<file path="config.mk">
export PLATFORM = sky130hd
export DESIGN_NAME = uart_mmio_core
export DESIGN_NICKNAME = d
export VERILOG_FILES = /design/src/rtl/uart_pkg.sv /design/src/rtl/uart_rx.sv /design/src/rtl/uart_tx.sv /design/src/rtl/uart_mmio_core.sv
export SDC_FILE = /design/constraint.sdc
export NUM_CORES = 1
export LEC_CHECK = 0
export CORE_MARGIN = 5
export CORE_UTILIZATION = 53
export CTS_BUF_LIST = sky130_fd_sc_hd__clkbuf_8 sky130_fd_sc_hd__clkbuf_16
export CTS_CLUSTER_SIZE = 24
export DETAILED_ROUTE_END_ITERATION = 12
export GPL_ROUTABILITY_DRIVEN = 0
export PLACE_DENSITY = 0.84
export SLEW_MARGIN = 20
export SYNTH_ARGS = -nofsm -noshare
export SYNTH_HDL_FRONTEND = slang
export SYNTH_SLANG_ARGS = --single-unit
export TNS_END_PERCENT = 50
</file>
<file path="constraint.sdc">
create_clock -name clk -period 1.92 [get_ports clk]
set_input_delay 0.288 -clock clk [delete_from_list [all_inputs] [get_ports clk]]
set_output_delay 0.288 -clock clk [all_outputs]
set_load 0.02 [all_outputs]
</file>
<file path="src/rtl/uart_pkg.sv">
// uart_pkg: shared definitions for the UART MMIO peripheral.
//   - FSM state encoding used by both the TX and RX engines
//   - frame constants (data width, idle line level)
//   - bit-period helper and MMIO register offsets / status bit positions
// Optional build macro: UART_PARITY_EN (even parity; only the PARITY state is
// reached when it is defined).
package uart_pkg;

  typedef enum logic [2:0] {
    ST_IDLE      = 3'd0,
    ST_START     = 3'd1,
    ST_DATA      = 3'd2,
    ST_PARITY    = 3'd3,
    ST_STOP      = 3'd4,
    ST_WAIT_IDLE = 3'd5
  } uart_state_t;

  localparam int   DATA_BITS  = 8;
  localparam logic IDLE_LEVEL = 1'b1;

  localparam logic [3:0] MMIO_DATA_OFS    = 4'h0;
  localparam logic [3:0] MMIO_STATUS_OFS  = 4'h4;
  localparam int         STATUS_BUSY_BIT  = 1;
  localparam int         STATUS_VALID_BIT = 0;

  function automatic int calc_clks_per_bit(input int clk_freq, input int baud);
    return clk_freq / baud;
  endfunction

endpackage

</file>
<file path="src/rtl/uart_rx.sv">
// uart_rx: deserialiser with 2-FF input synchroniser and mid-bit sampling.
// Ports:
//   clk, rst_n  system clock / async active-low reset
//   rxd         serial input, asynchronous to clk
//   rx_byte     last assembled byte (valid when rx_stb is high)
//   rx_stb      one-cycle pulse, the edge after a good stop-bit sample
//   rx_par_err  one-cycle pulse on a parity mismatch (parity build only)
// Optional build macro: UART_PARITY_EN adds the PARITY sampling state.
//
// state        | meaning
// -------------+-----------------------------------------------
// ST_IDLE      | waiting for a low level on the synchronised line
// ST_START     | half a bit in, re-checking the start bit
// ST_DATA      | sampling data bit bit_idx each bit period
// ST_PARITY    | sampling the parity bit (parity build)
// ST_STOP      | sampling the stop bit
// ST_WAIT_IDLE | framing error seen, waiting for the line to go high
module uart_rx
  import uart_pkg::*;
#(
  parameter int CLKS_PER_BIT = 868
) (
  input  logic       clk,
  input  logic       rst_n,
  input  logic       rxd,
  output logic [7:0] rx_byte,
`ifdef UART_PARITY_EN
  output logic       rx_par_err,
`endif
  output logic       rx_stb
);

  localparam int               CNT_W      = $clog2(CLKS_PER_BIT);
  localparam logic [CNT_W-1:0] BIT_RELOAD = CNT_W'(CLKS_PER_BIT - 1);
  localparam logic [CNT_W-1:0] HALF_BIT   = CNT_W'(CLKS_PER_BIT / 2);
  localparam logic [2:0]       LAST_BIT   = 3'(DATA_BITS - 1);

  logic [1:0]       sync;
  logic             rx_s;
  uart_state_t      state, state_nxt;
  logic [CNT_W-1:0] cnt, cnt_nxt;
  logic [7:0]       shreg, shreg_nxt;
  logic [2:0]       bit_idx, bit_idx_nxt;
  logic             stb_nxt;
`ifdef UART_PARITY_EN
  logic             par_bad, par_bad_nxt, perr_nxt;
`endif

  assign rx_s    = sync[1];
  assign rx_byte = shreg;

  always_ff @(posedge clk or negedge rst_n) begin
    if (!rst_n) begin
      sync    <= {2{IDLE_LEVEL}};
      state   <= ST_IDLE;
      cnt     <= '0;
      shreg   <= '0;
      bit_idx <= '0;
      rx_stb  <= 1'b0;
`ifdef UART_PARITY_EN
      par_bad    <= 1'b0;
      rx_par_err <= 1'b0;
`endif
    end else begin
      sync    <= {sync[0], rxd};
      state   <= state_nxt;
      cnt     <= cnt_nxt;
      shreg   <= shreg_nxt;
      bit_idx <= bit_idx_nxt;
      rx_stb  <= stb_nxt;
`ifdef UART_PARITY_EN
      par_bad    <= par_bad_nxt;
      rx_par_err <= perr_nxt;
`endif
    end
  end

  always_comb begin
    state_nxt   = state;
    cnt_nxt     = cnt;
    shreg_nxt   = shreg;
    bit_idx_nxt = bit_idx;
    stb_nxt     = 1'b0;
`ifdef UART_PARITY_EN
    par_bad_nxt = par_bad;
    perr_nxt    = 1'b0;
`endif
    case (state)
      ST_IDLE: begin
        if (!rx_s) begin
          state_nxt = ST_START;
          cnt_nxt   = HALF_BIT;
        end
      end
      ST_START: begin
        if (cnt == '0) begin
          // A line already back high at mid start bit was a glitch.
          if (rx_s) begin
            state_nxt = ST_IDLE;
          end else begin
            state_nxt   = ST_DATA;
            cnt_nxt     = BIT_RELOAD;
            bit_idx_nxt = '0;
          end
        end else begin
          cnt_nxt = cnt - CNT_W'(1);
        end
      end
      ST_DATA: begin
        if (cnt == '0) begin
          shreg_nxt = {rx_s, shreg[7:1]};
          cnt_nxt   = BIT_RELOAD;
          if (bit_idx == LAST_BIT) begin
`ifdef UART_PARITY_EN
            state_nxt = ST_PARITY;
`else
            state_nxt = ST_STOP;
`endif
          end else begin
            bit_idx_nxt = bit_idx + 3'd1;
          end
        end else begin
          cnt_nxt = cnt - CNT_W'(1);
        end
      end
`ifdef UART_PARITY_EN
      ST_PARITY: begin
        if (cnt == '0) begin
          par_bad_nxt = rx_s ^ (^shreg);
          state_nxt   = ST_STOP;
          cnt_nxt     = BIT_RELOAD;
        end else begin
          cnt_nxt = cnt - CNT_W'(1);
        end
      end
`endif
      ST_STOP: begin
        if (cnt == '0) begin
          if (rx_s) begin
            state_nxt = ST_IDLE;
`ifdef UART_PARITY_EN
            perr_nxt  = par_bad;
            stb_nxt   = !par_bad;
`else
            stb_nxt   = 1'b1;
`endif
          end else begin
            state_nxt = ST_WAIT_IDLE;
          end
        end else begin
          cnt_nxt = cnt - CNT_W'(1);
        end
      end
      ST_WAIT_IDLE: begin
        if (rx_s) state_nxt = ST_IDLE;
      end
      default: state_nxt = ST_IDLE;
    endcase
  end

endmodule

</file>
<file path="src/rtl/uart_tx.sv">
// uart_tx: serialiser, 8 data bits LSB first, one stop bit.
// Ports:
//   clk, rst_n      system clock / async active-low reset
//   tx_data, tx_we  byte and single-cycle write strobe (ignored while busy)
//   tx_busy         high from the accepting edge until the edge ending STOP
//   txd             serial line, idle high
// Optional build macro: UART_PARITY_EN inserts an even-parity bit before STOP.
//
// state     | meaning
// ----------+------------------------------------------
// ST_IDLE   | line idle, waiting for tx_we
// ST_START  | driving the start bit (low)
// ST_DATA   | driving data bit bit_idx
// ST_PARITY | driving the even-parity bit (parity build)
// ST_STOP   | driving the stop bit (high)
module uart_tx
  import uart_pkg::*;
#(
  parameter int CLKS_PER_BIT = 868
) (
  input  logic       clk,
  input  logic       rst_n,
  input  logic [7:0] tx_data,
  input  logic       tx_we,
  output logic       tx_busy,
  output logic       txd
);

  localparam int               CNT_W      = $clog2(CLKS_PER_BIT);
  localparam logic [CNT_W-1:0] BIT_RELOAD = CNT_W'(CLKS_PER_BIT - 1);
  localparam logic [2:0]       LAST_BIT   = 3'(DATA_BITS - 1);

  uart_state_t      state, state_nxt;
  logic [CNT_W-1:0] cnt, cnt_nxt;
  logic [7:0]       shreg, shreg_nxt;
  logic [2:0]       bit_idx, bit_idx_nxt;
  logic             txd_nxt;
`ifdef UART_PARITY_EN
  logic             par, par_nxt;
`endif

  always_ff @(posedge clk or negedge rst_n) begin
    if (!rst_n) begin
      state   <= ST_IDLE;
      cnt     <= '0;
      shreg   <= '0;
      bit_idx <= '0;
      txd     <= IDLE_LEVEL;
`ifdef UART_PARITY_EN
      par     <= 1'b0;
`endif
    end else begin
      state   <= state_nxt;
      cnt     <= cnt_nxt;
      shreg   <= shreg_nxt;
      bit_idx <= bit_idx_nxt;
      txd     <= txd_nxt;
`ifdef UART_PARITY_EN
      par     <= par_nxt;
`endif
    end
  end

  // txd is registered so the line changes on the same edge the state does;
  // the shift register always presents the next bit to send at shreg[0].
  always_comb begin
    state_nxt   = state;
    cnt_nxt     = cnt;
    shreg_nxt   = shreg;
    bit_idx_nxt = bit_idx;
    txd_nxt     = txd;
`ifdef UART_PARITY_EN
    par_nxt     = par;
`endif
    case (state)
      ST_IDLE: begin
        if (tx_we) begin
          state_nxt = ST_START;
          shreg_nxt = tx_data;
          cnt_nxt   = BIT_RELOAD;
          txd_nxt   = 1'b0;
`ifdef UART_PARITY_EN
          par_nxt   = ^tx_data;
`endif
        end
      end
      ST_START: begin
        if (cnt == '0) begin
          state_nxt   = ST_DATA;
          cnt_nxt     = BIT_RELOAD;
          bit_idx_nxt = '0;
          txd_nxt     = shreg[0];
          shreg_nxt   = {1'b0, shreg[7:1]};
        end else begin
          cnt_nxt = cnt - CNT_W'(1);
        end
      end
      ST_DATA: begin
        if (cnt == '0) begin
          cnt_nxt = BIT_RELOAD;
          if (bit_idx == LAST_BIT) begin
`ifdef UART_PARITY_EN
            state_nxt = ST_PARITY;
            txd_nxt   = par;
`else
            state_nxt = ST_STOP;
            txd_nxt   = IDLE_LEVEL;
`endif
          end else begin
            bit_idx_nxt = bit_idx + 3'd1;
            txd_nxt     = shreg[0];
            shreg_nxt   = {1'b0, shreg[7:1]};
          end
        end else begin
          cnt_nxt = cnt - CNT_W'(1);
        end
      end
`ifdef UART_PARITY_EN
      ST_PARITY: begin
        if (cnt == '0) begin
          state_nxt = ST_STOP;
          cnt_nxt   = BIT_RELOAD;
          txd_nxt   = IDLE_LEVEL;
        end else begin
          cnt_nxt = cnt - CNT_W'(1);
        end
      end
`endif
      ST_STOP: begin
        if (cnt == '0) begin
          state_nxt = ST_IDLE;
          txd_nxt   = IDLE_LEVEL;
        end else begin
          cnt_nxt = cnt - CNT_W'(1);
        end
      end
      default: begin
        state_nxt = ST_IDLE;
        txd_nxt   = IDLE_LEVEL;
      end
    endcase
  end

  assign tx_busy = (state != ST_IDLE);

endmodule

</file>
<file path="src/rtl/uart_mmio_core.sv">
// uart_mmio_core: byte-wide UART behind the DATA/STATUS MMIO window.
// Instantiates uart_tx and uart_rx and owns the one-byte receive holding
// register with its valid / overrun flags.
// Ports:
//   clk, rst_n           system clock / async active-low reset
//   tx_data, tx_we       CPU write of the data register
//   tx_busy              transmitter occupied (STATUS bit1)
//   rx_re                CPU read of the data register (level)
//   rx_data, rx_valid    holding register and unread flag (STATUS bit0)
//   rx_overrun           sticky, a byte overwrote an unread one
//   rx_parity_err        sticky parity error (UART_PARITY_EN builds only)
//   txd, rxd             serial lines
// Optional build macro: UART_PARITY_EN.
module uart_mmio_core
  import uart_pkg::*;
#(
  parameter int CLK_FREQ = 100_000_000,
  parameter int BAUD     = 115200
) (
  input  logic       clk,
  input  logic       rst_n,
  input  logic [7:0] tx_data,
  input  logic       tx_we,
  output logic       tx_busy,
  input  logic       rx_re,
  output logic [7:0] rx_data,
  output logic       rx_valid,
  output logic       rx_overrun,
`ifdef UART_PARITY_EN
  output logic       rx_parity_err,
`endif
  output logic       txd,
  input  logic       rxd
);

  localparam int CLKS_PER_BIT = calc_clks_per_bit(CLK_FREQ, BAUD);

  logic [7:0] rx_byte;
  logic       rx_stb;
`ifdef UART_PARITY_EN
  logic       rx_par_err;
`endif

  uart_tx #(.CLKS_PER_BIT(CLKS_PER_BIT)) u_tx (
    .clk     (clk),
    .rst_n   (rst_n),
    .tx_data (tx_data),
    .tx_we   (tx_we),
    .tx_busy (tx_busy),
    .txd     (txd)
  );

  uart_rx #(.CLKS_PER_BIT(CLKS_PER_BIT)) u_rx (
    .clk        (clk),
    .rst_n      (rst_n),
    .rxd        (rxd),
    .rx_byte    (rx_byte),
`ifdef UART_PARITY_EN
    .rx_par_err (rx_par_err),
`endif
    .rx_stb     (rx_stb)
  );

  // A commit always wins over a same-edge read; the read then only serves
  // to acknowledge the byte being replaced, so overrun is not raised.
  always_ff @(posedge clk or negedge rst_n) begin
    if (!rst_n) begin
      rx_data    <= '0;
      rx_valid   <= 1'b0;
      rx_overrun <= 1'b0;
    end else if (rx_stb) begin
      rx_data  <= rx_byte;
      rx_valid <= 1'b1;
      if (rx_re)         rx_overrun <= 1'b0;
      else if (rx_valid) rx_overrun <= 1'b1;
    end else if (rx_re) begin
      rx_valid   <= 1'b0;
      rx_overrun <= 1'b0;
    end
  end

`ifdef UART_PARITY_EN
  always_ff @(posedge clk or negedge rst_n) begin
    if (!rst_n)          rx_parity_err <= 1'b0;
    else if (rx_par_err) rx_parity_err <= 1'b1;
    else if (rx_re)      rx_parity_err <= 1'b0;
  end
`endif

endmodule

</file>
==> results of run 1 <==
-- cells in the final DEF, fill, tap and decap left out, types with 4 or more instances in the layout --
| cell type | synthesis | final |
|---|---|---|
| clkdlybuf4s50_1 | 0 | 22 |
| buf_4 | 1 | 55 |
| buf_6 | 0 | 4 |
| o21a_1 | 4 | 4 |
| o22ai_1 | 4 | 4 |
| inv_1 | 11 | 11 |
| nor2_1 | 14 | 13 |
| nand2_1 | 8 | 7 |
| ha_1 | 6 | 4 |
| a22o_1 | 4 | 4 |
| nand2b_1 | 6 | 6 |
| or4_4 | 0 | 4 |
| dfrtp_1 | 59 | 58 |
| a21oi_1 | 19 | 17 |
| nor3_1 | 9 | 8 |
| or3_1 | 6 | 4 |
| clkbuf_8 | 0 | 9 |
| mux2_4 | 7 | 7 |
| or2_2 | 5 | 4 |
| o2bb2ai_1 | 4 | 4 |
| o21ai_0 | 13 | 12 |
| o31ai_1 | 9 | 5 |
| mux2_2 | 25 | 25 |
-- final timing paths --
check / to / slack, ns / start / depth (start not counted)
worst max register to register: u_tx.cnt[9]$_DFFE_PN0P_ / -0.09 / u_tx.cnt[1]$_DFFE_PN0P_ / 8
min in group asynchronous: u_rx.cnt[6]$_DFFE_PN0P_ / 0.46 / rst_n / 3
worst max-delay path: u_tx.cnt[9]$_DFFE_PN0P_ / -0.09 / u_tx.cnt[1]$_DFFE_PN0P_ / 8
worst min register to register: u_rx.sync[1]$_DFF_PN1_ / 0.36 / u_rx.sync[0]$_DFF_PN1_ / 0
max in group asynchronous: u_tx.txd$_DFFE_PN1P_ / 1.11 / rst_n / 3
worst min-delay path: u_rx.sync[0]$_DFF_PN1_ / 0.35 / rxd / 1
-- cell families (layout without fill, tap and decap cells) --
| family | after synthesis | count (layout) | share of synthesized area, % |
|---|---|---|---|
| AOI/OAI and AO/OA | 92 | 92 | 20.9 |
| xor gates and xnor gates | 2 | 2 | 0.515 |
| adders and majority gates | 6 | 6 | 2.21 |
| buffers and inverters | 26 | 113 | 3.05 |
| DFF | 62 | 62 | 45.7 |
| muxes | 33 | 33 | 11.7 |
| and+or+nand+nor | 84 | 84 | 15.9 |
-- report_power, final --
| part | internal, mW | total [mW] | switching (mW) |
|---|---|---|---|
| registers | 1.44 | 1.57 | 0.125 |
| logic | 0.484 | 0.879 | 0.396 |
| clock network | 0.603 | 1.16 | 0.557 |
| total | 2.53 | 3.60 | 1.08 |
-- registers in the layout, indices dropped and copies added, names as in the netlist --
signal	count
u_rx.cnt	10
u_tx.cnt	10
rx_data	8
u_rx.rx_byte	8
u_tx.shreg	8
u_rx.bit_idx	3
u_rx.state	3
u_tx.bit_idx	3
u_tx.state	3
u_rx.sync	2
rx_overrun	1
rx_valid	1
u_rx.rx_stb	1
u_tx.txd	1
-- layer usage --
| layer | part of all wire [%] | global-route usage, % |
|---|---|---|
| met1 | 43 | 24.0 |
| met2 | 52 | 32.3 |
| met3 | 3.2 | 3.76 |
| met4 | 1.8 | 9.31 |
| met5 | 0 | 0 |
-- timing repair --
item	CTS	global route
setup endpoints to repair	6	29
resized for setup	6	25
hold buffers	1	0
hold endpoints to repair	59	0
setup buffers	0	12
pin swaps	0	13
-- through the flow --
stage | utilization, % | power [mW] | instances | setup TNS [ns] | area [sq um]
finish | 72.0 | 3.60 | 469 | -0.378 | 4520
CTS | 68.8 | 3.44 | 457 | 0 | 4320
detailed placement | 65.3 | 2.27 | 440 | -0.106 | 4100
global route | 72.0 | 3.78 | 469 | -1.93 | 4520
floorplan | - | 1.98 | 305 | -0.0320 | 3440
global placement | 65.3 | 2.25 | 440 | 0 | 4100
-- worst max-delay path, stage by stage (launching register included) --
cell and delay [ns]:
dfrtp_1 0.40, inv_1 0.07, ha_2 0.19, or3b_4 0.41, buf_6 0.14, a2111oi_4 0.33, buf_6 0.18, o41ai_2 0.07
or3b_1 0.17
-- area by class of cell --
| class | count | area, sq um | share of cell area [%] |
|---|---|---|---|
| multi-input combinational | 217 | 1890 | 41.7 |
| sequential | 62 | 1560 | 34.5 |
| inverter | 11 | 41.3 | 0.914 |
| clock buffer | 9 | 124 | 2.74 |
| tap | 77 | 96.3 | 2.13 |
| clock inverter | 7 | 72.6 | 1.61 |
| timing repair buffer | 86 | 742 | 16.4 |
==> flow_summary.toml, run 1 <==
[hold_path]
hp-class = "input port to flip-flop"

[timing]
setup_viol = 7
whs_ns = 0.347
post-route-min-period_ns = 2.01
fin_skew_ns = 0.00719
fmax_ghz = 0.497
min_period_over_period_pct = 105
setup_ws_ns = -0.0928
hold_viol = 0
rsz0062_at_grt = "yes"
slew_headroom_pct = 61.6
worstMarginPinSlew_ns = 0.570
slew_viol_final = 0

[outcome]
violations = "negative setup slack"
status = "finished, violations left"

[cts]
cts.sinks = 62
path_clk_slew_ns = 0.07
clkLatencyLatePin_ns = 0.35
cts_buffers = 9
htree_num_levels = 3
clock-root-buffer = "clkbuf_8"
cts_tree = "built"
cts_buffer_depth = 2

[synthesis]
synth-async-reset-ratio_pct = 100
synthFlopType = "dfrtp_1"
syn_inst = 305
synth_warnings = 0
postSynthAreaPerCell_sq_um = 11.1
synth_top_cell_by_area = "dfrtp_1"
ys_top_cells_by_count = "dfrtp_1 (59), mux2_2 (25), a21oi_1 (19)"
synth-seq-cells = 62
syn_nets = 324
ys_types = 62
yosysTopAreaCellShare_pct = 43.4
synth_area_sq_um = 3400
synth_edf_count = 0
netlist_top_cells_area = "dfrtp_1 (43%), mux2_2 (8.3%), mux2_4 (3.1%)"
yosysMostFrequentCell = "dfrtp_1"
synth_seq_area_share_pct = 45.7

[grt]
grt_pass1_vias = 2822
antenna_found_initial = 0
grt_pass1_wl_mm = 13.0
grt_overflow = 0
grt_max_degree = 63
grt_use_total_pct = 19.4

[flow_run]
drv_cap = 0

[critical_path]
crit_required_ns = 2.21
cp_max_fo = 6
cp-start-kind = "flip-flop"
cp.arrival_ns = 2.30
criticalPathCategory = "flip-flop to flip-flop"
end_kind = "flip-flop"

[final_layout]
diodes = 0
drive_above_1_share_pct = 41.1
syn_to_final_growth_pct = 32.9
fill_cells = 416
nets = 406

[floorplanning]
die_h_um = 90.1
core_sq_um = 6280
io_pins = 25
die_w_um = 90.1
rows = 29
fp.dieArea_sq_um = 8120
initial_core_util_pct = 54.2

[drt]
vias = 2862
routed_wl_mm = 8.12
firstDrtPassIters = 4
drtIter0Drc = 104
viasPerCell = 6.10
drc = 0
post_drt_wl_per_cell_um = 17.3
drtAntennaViolNets = 0

[placed_design]
io_buffer_count = 24
place_hpwl_mm = 5.57
pre_cts_slack_ns = -0.0444

[power]
peakVddDrop_v = 0.000610
power_density_nw_per_um2 = 798
power_leakage_nw = 1.98
Power figures use the tool's default switching activity.
==> inputs of run 2 (changes only) <==
--- a/config.mk
+++ b/config.mk
@@ -5,6 +5,7 @@
 export SDC_FILE = /design/constraint.sdc
 export NUM_CORES = 1
 export LEC_CHECK = 0
+export CORE_ASPECT_RATIO = 0.8
 export CORE_MARGIN = 5
 export CORE_UTILIZATION = 53
 export CTS_BUF_LIST = sky130_fd_sc_hd__clkbuf_8 sky130_fd_sc_hd__clkbuf_16
==> run 2 against run 1 <==
Net effect:
- sequential share of layout area down 1.0 points
- sequential cell count unchanged
- hold slack better by 0.0038 ns
- via count up 5.3%
- register-to-register slack better by 0.03 ns
- final area up 3.2%
- critical path depth unchanged
- critical path type unchanged
- utilization up 1.9 points
- fmax up 1.7%
- largest cell class unchanged
- die area up 0.12%
- non-clock buffer count up 9
- clock power about the same
- the flow still finishes with violations (negative setup slack)
==> flow_summary.toml, run 2 (synthesis gave the netlist of run 1 again) <==
[timing]
fmax_ghz = 0.505
fin_skew_ns = 0.00732
slew_headroom_pct = 56.3
slew_viol_final = 0
rsz0062_at_grt = "yes"
post-route-min-period_ns = 1.98
tns_ns = -0.231
setup_ws_ns = -0.0583
whs_ns = 0.351
hold_viol = 0
min_period_over_period_pct = 103
worstMarginPinSlew_ns = 0.653
setup_viol = 11

[grt]
met2_usage_pct = 32.6
grt_use_met3_pct = 7.22
grt_overflow = 0
grt_pass1_vias = 2903
grt_pass1_wl_mm = 13.6
grt_max_degree = 63
met1_usage_pct = 27.6
antenna_found_initial = 0
grt_use_total_pct = 21.1
busiest_layer = "met2"

[drt]
vias = 3014
drtIter0Drc = 272
drtAntennaViolNets = 0
drc = 0
routed_wl_mm = 8.98
viasPerCell = 6.21
post_drt_wl_per_cell_um = 18.5
firstDrtPassIters = 5

[power]
seqPwrFrac_pct = 43.1
comb_power_share_pct = 25.9
power_leakage_nw = 2.04
net-switching-power_mw = 1.17
peakVddDrop_v = 0.000494
power.internal_mw = 2.58
power_density_nw_per_um2 = 806
sw_frac_of_total_pct = 31.2
clkPwrFrac_pct = 31.0

[final_layout]
drive_above_1_share_pct = 43.6
fin_area_sq_um = 4660
ff_latch_area_sq_um = 1560
diodes = 0
fill_cells = 408
multiInputGateArea_sq_um = 1950
syn_to_final_growth_pct = 37.2
nets = 415
mostFrequentLayoutCells = "buf_4 (65), dfrtp_1 (57), mux2_2 (25)"
top_regs = "u_rx.cnt x10, u_tx.cnt x10"
final_common_cell = "buf_4"

[critical_path]
cp-start-kind = "flip-flop"
crit_required_ns = 2.19
ff2ff_setup_slack_ns = -0.06
end_kind = "flip-flop"
cp_max_fo = 3
cp.arrival_ns = 2.25
criticalPathCategory = "flip-flop to flip-flop"

[floorplanning]
die_w_um = 99.5
core_sq_um = 6310
fp.dieArea_sq_um = 8130
initial_core_util_pct = 53.9
rows = 26
io_pins = 25
die_h_um = 81.6

[hold_path]
hp-class = "input port to flip-flop"

[placed_design]
io_buffer_count = 24
place_hpwl_mm = 5.42
postPlaceCellArea_sq_um = 4160
pre_cts_slack_ns = -0.0814

[cts]
cts_buffers = 9
cts_buffer_depth = 2
cts_tree = "built"
path_clk_slew_ns = 0.08
clkLatencyLatePin_ns = 0.35
htree_num_levels = 3
clock-root-buffer = "clkbuf_8"
cts.sinks = 62

[outcome]
status = "finished, violations left"
violations = "negative setup slack"

[flow_run]
drv_cap = 0
run 2: cell count changes in the layout (fill, tap and decap cells not counted), sizes merged:
cell    change
clkbuf      +1
buf         +9
inv         -1
run 2: stage by stage:
stage / util (%) / power [mW] / instances
final: 73.9 / 3.76 / 485
after floorplan: - / 1.98 / 305
after detailed placement: 65.9 / 2.28 / 454
after global placement: 65.9 / 2.24 / 454
after CTS: 70.8 / 3.50 / 479
after global routing: 73.9 / 3.92 / 485
run 2: repair_timing:
item	4_1_cts	5_1_grt
gates resized for setup	11	32
gates cloned	0	0
setup endpoints to repair	17	41
setup buffers	8	6
endpoints found under the hold margin	59	0
hold buffers	1	0
pin swaps	8	15
run 2: final cells by class:
| class | instances | share of cell area (%) |
|---|---|---|
| clock inverters | 6 | 1.34 |
| clock buffers | 10 | 2.95 |
| well taps | 84 | 2.25 |
| flip-flops and latches | 62 | 33.4 |
| inverters | 11 | 0.885 |
| repair buffers | 95 | 17.3 |
| multi-input cells | 217 | 41.9 |
run 2: per-layer routing:
layer / part of all wire (%) / vias up
met3: 7.0 / 37
met4: 3.2 / 0
li1: - / 1360
met1: 42 / 1479
met5: 0 / -
met2: 48 / 138
run 2: worst max-delay path, cell delays in order (launching register included):
cell	delay [ns]
dfrtp_1	0.41
inv_2	0.08
ha_4	0.14
or3b_4	0.41
buf_6	0.14
a2111oi_4	0.28
buf_4	0.20
o31ai_4	0.07
a21oi_2	0.17
run 2: final timing paths:
check / startpoint / to / depth (start not counted)
max: u_tx.cnt[0]$_DFFE_PN0P_ / u_tx.cnt[2]$_DFFE_PN0P_ / 8
min: rxd / u_rx.sync[0]$_DFF_PN1_ / 1
max reg2reg: u_tx.cnt[0]$_DFFE_PN0P_ / u_tx.cnt[2]$_DFFE_PN0P_ / 8
min reg2reg: u_rx.sync[0]$_DFF_PN1_ / u_rx.sync[1]$_DFF_PN1_ / 0
max in group asynchronous: rst_n / u_tx.txd$_DFFE_PN1P_ / 3
min in group asynchronous: rst_n / u_rx.cnt[3]$_DFFE_PN0P_ / 3
run 2: power groups by stage:
stage | Combinational (mW) | Sequential [mW] | Clock, mW
floorplan | 0.369 | 1.61 | 0
global placement | 0.652 | 1.59 | 0
detailed placement | 0.683 | 1.59 | 0
CTS | 0.755 | 1.57 | 1.18
global route | 1.04 | 1.62 | 1.26
finish | 0.974 | 1.62 | 1.16
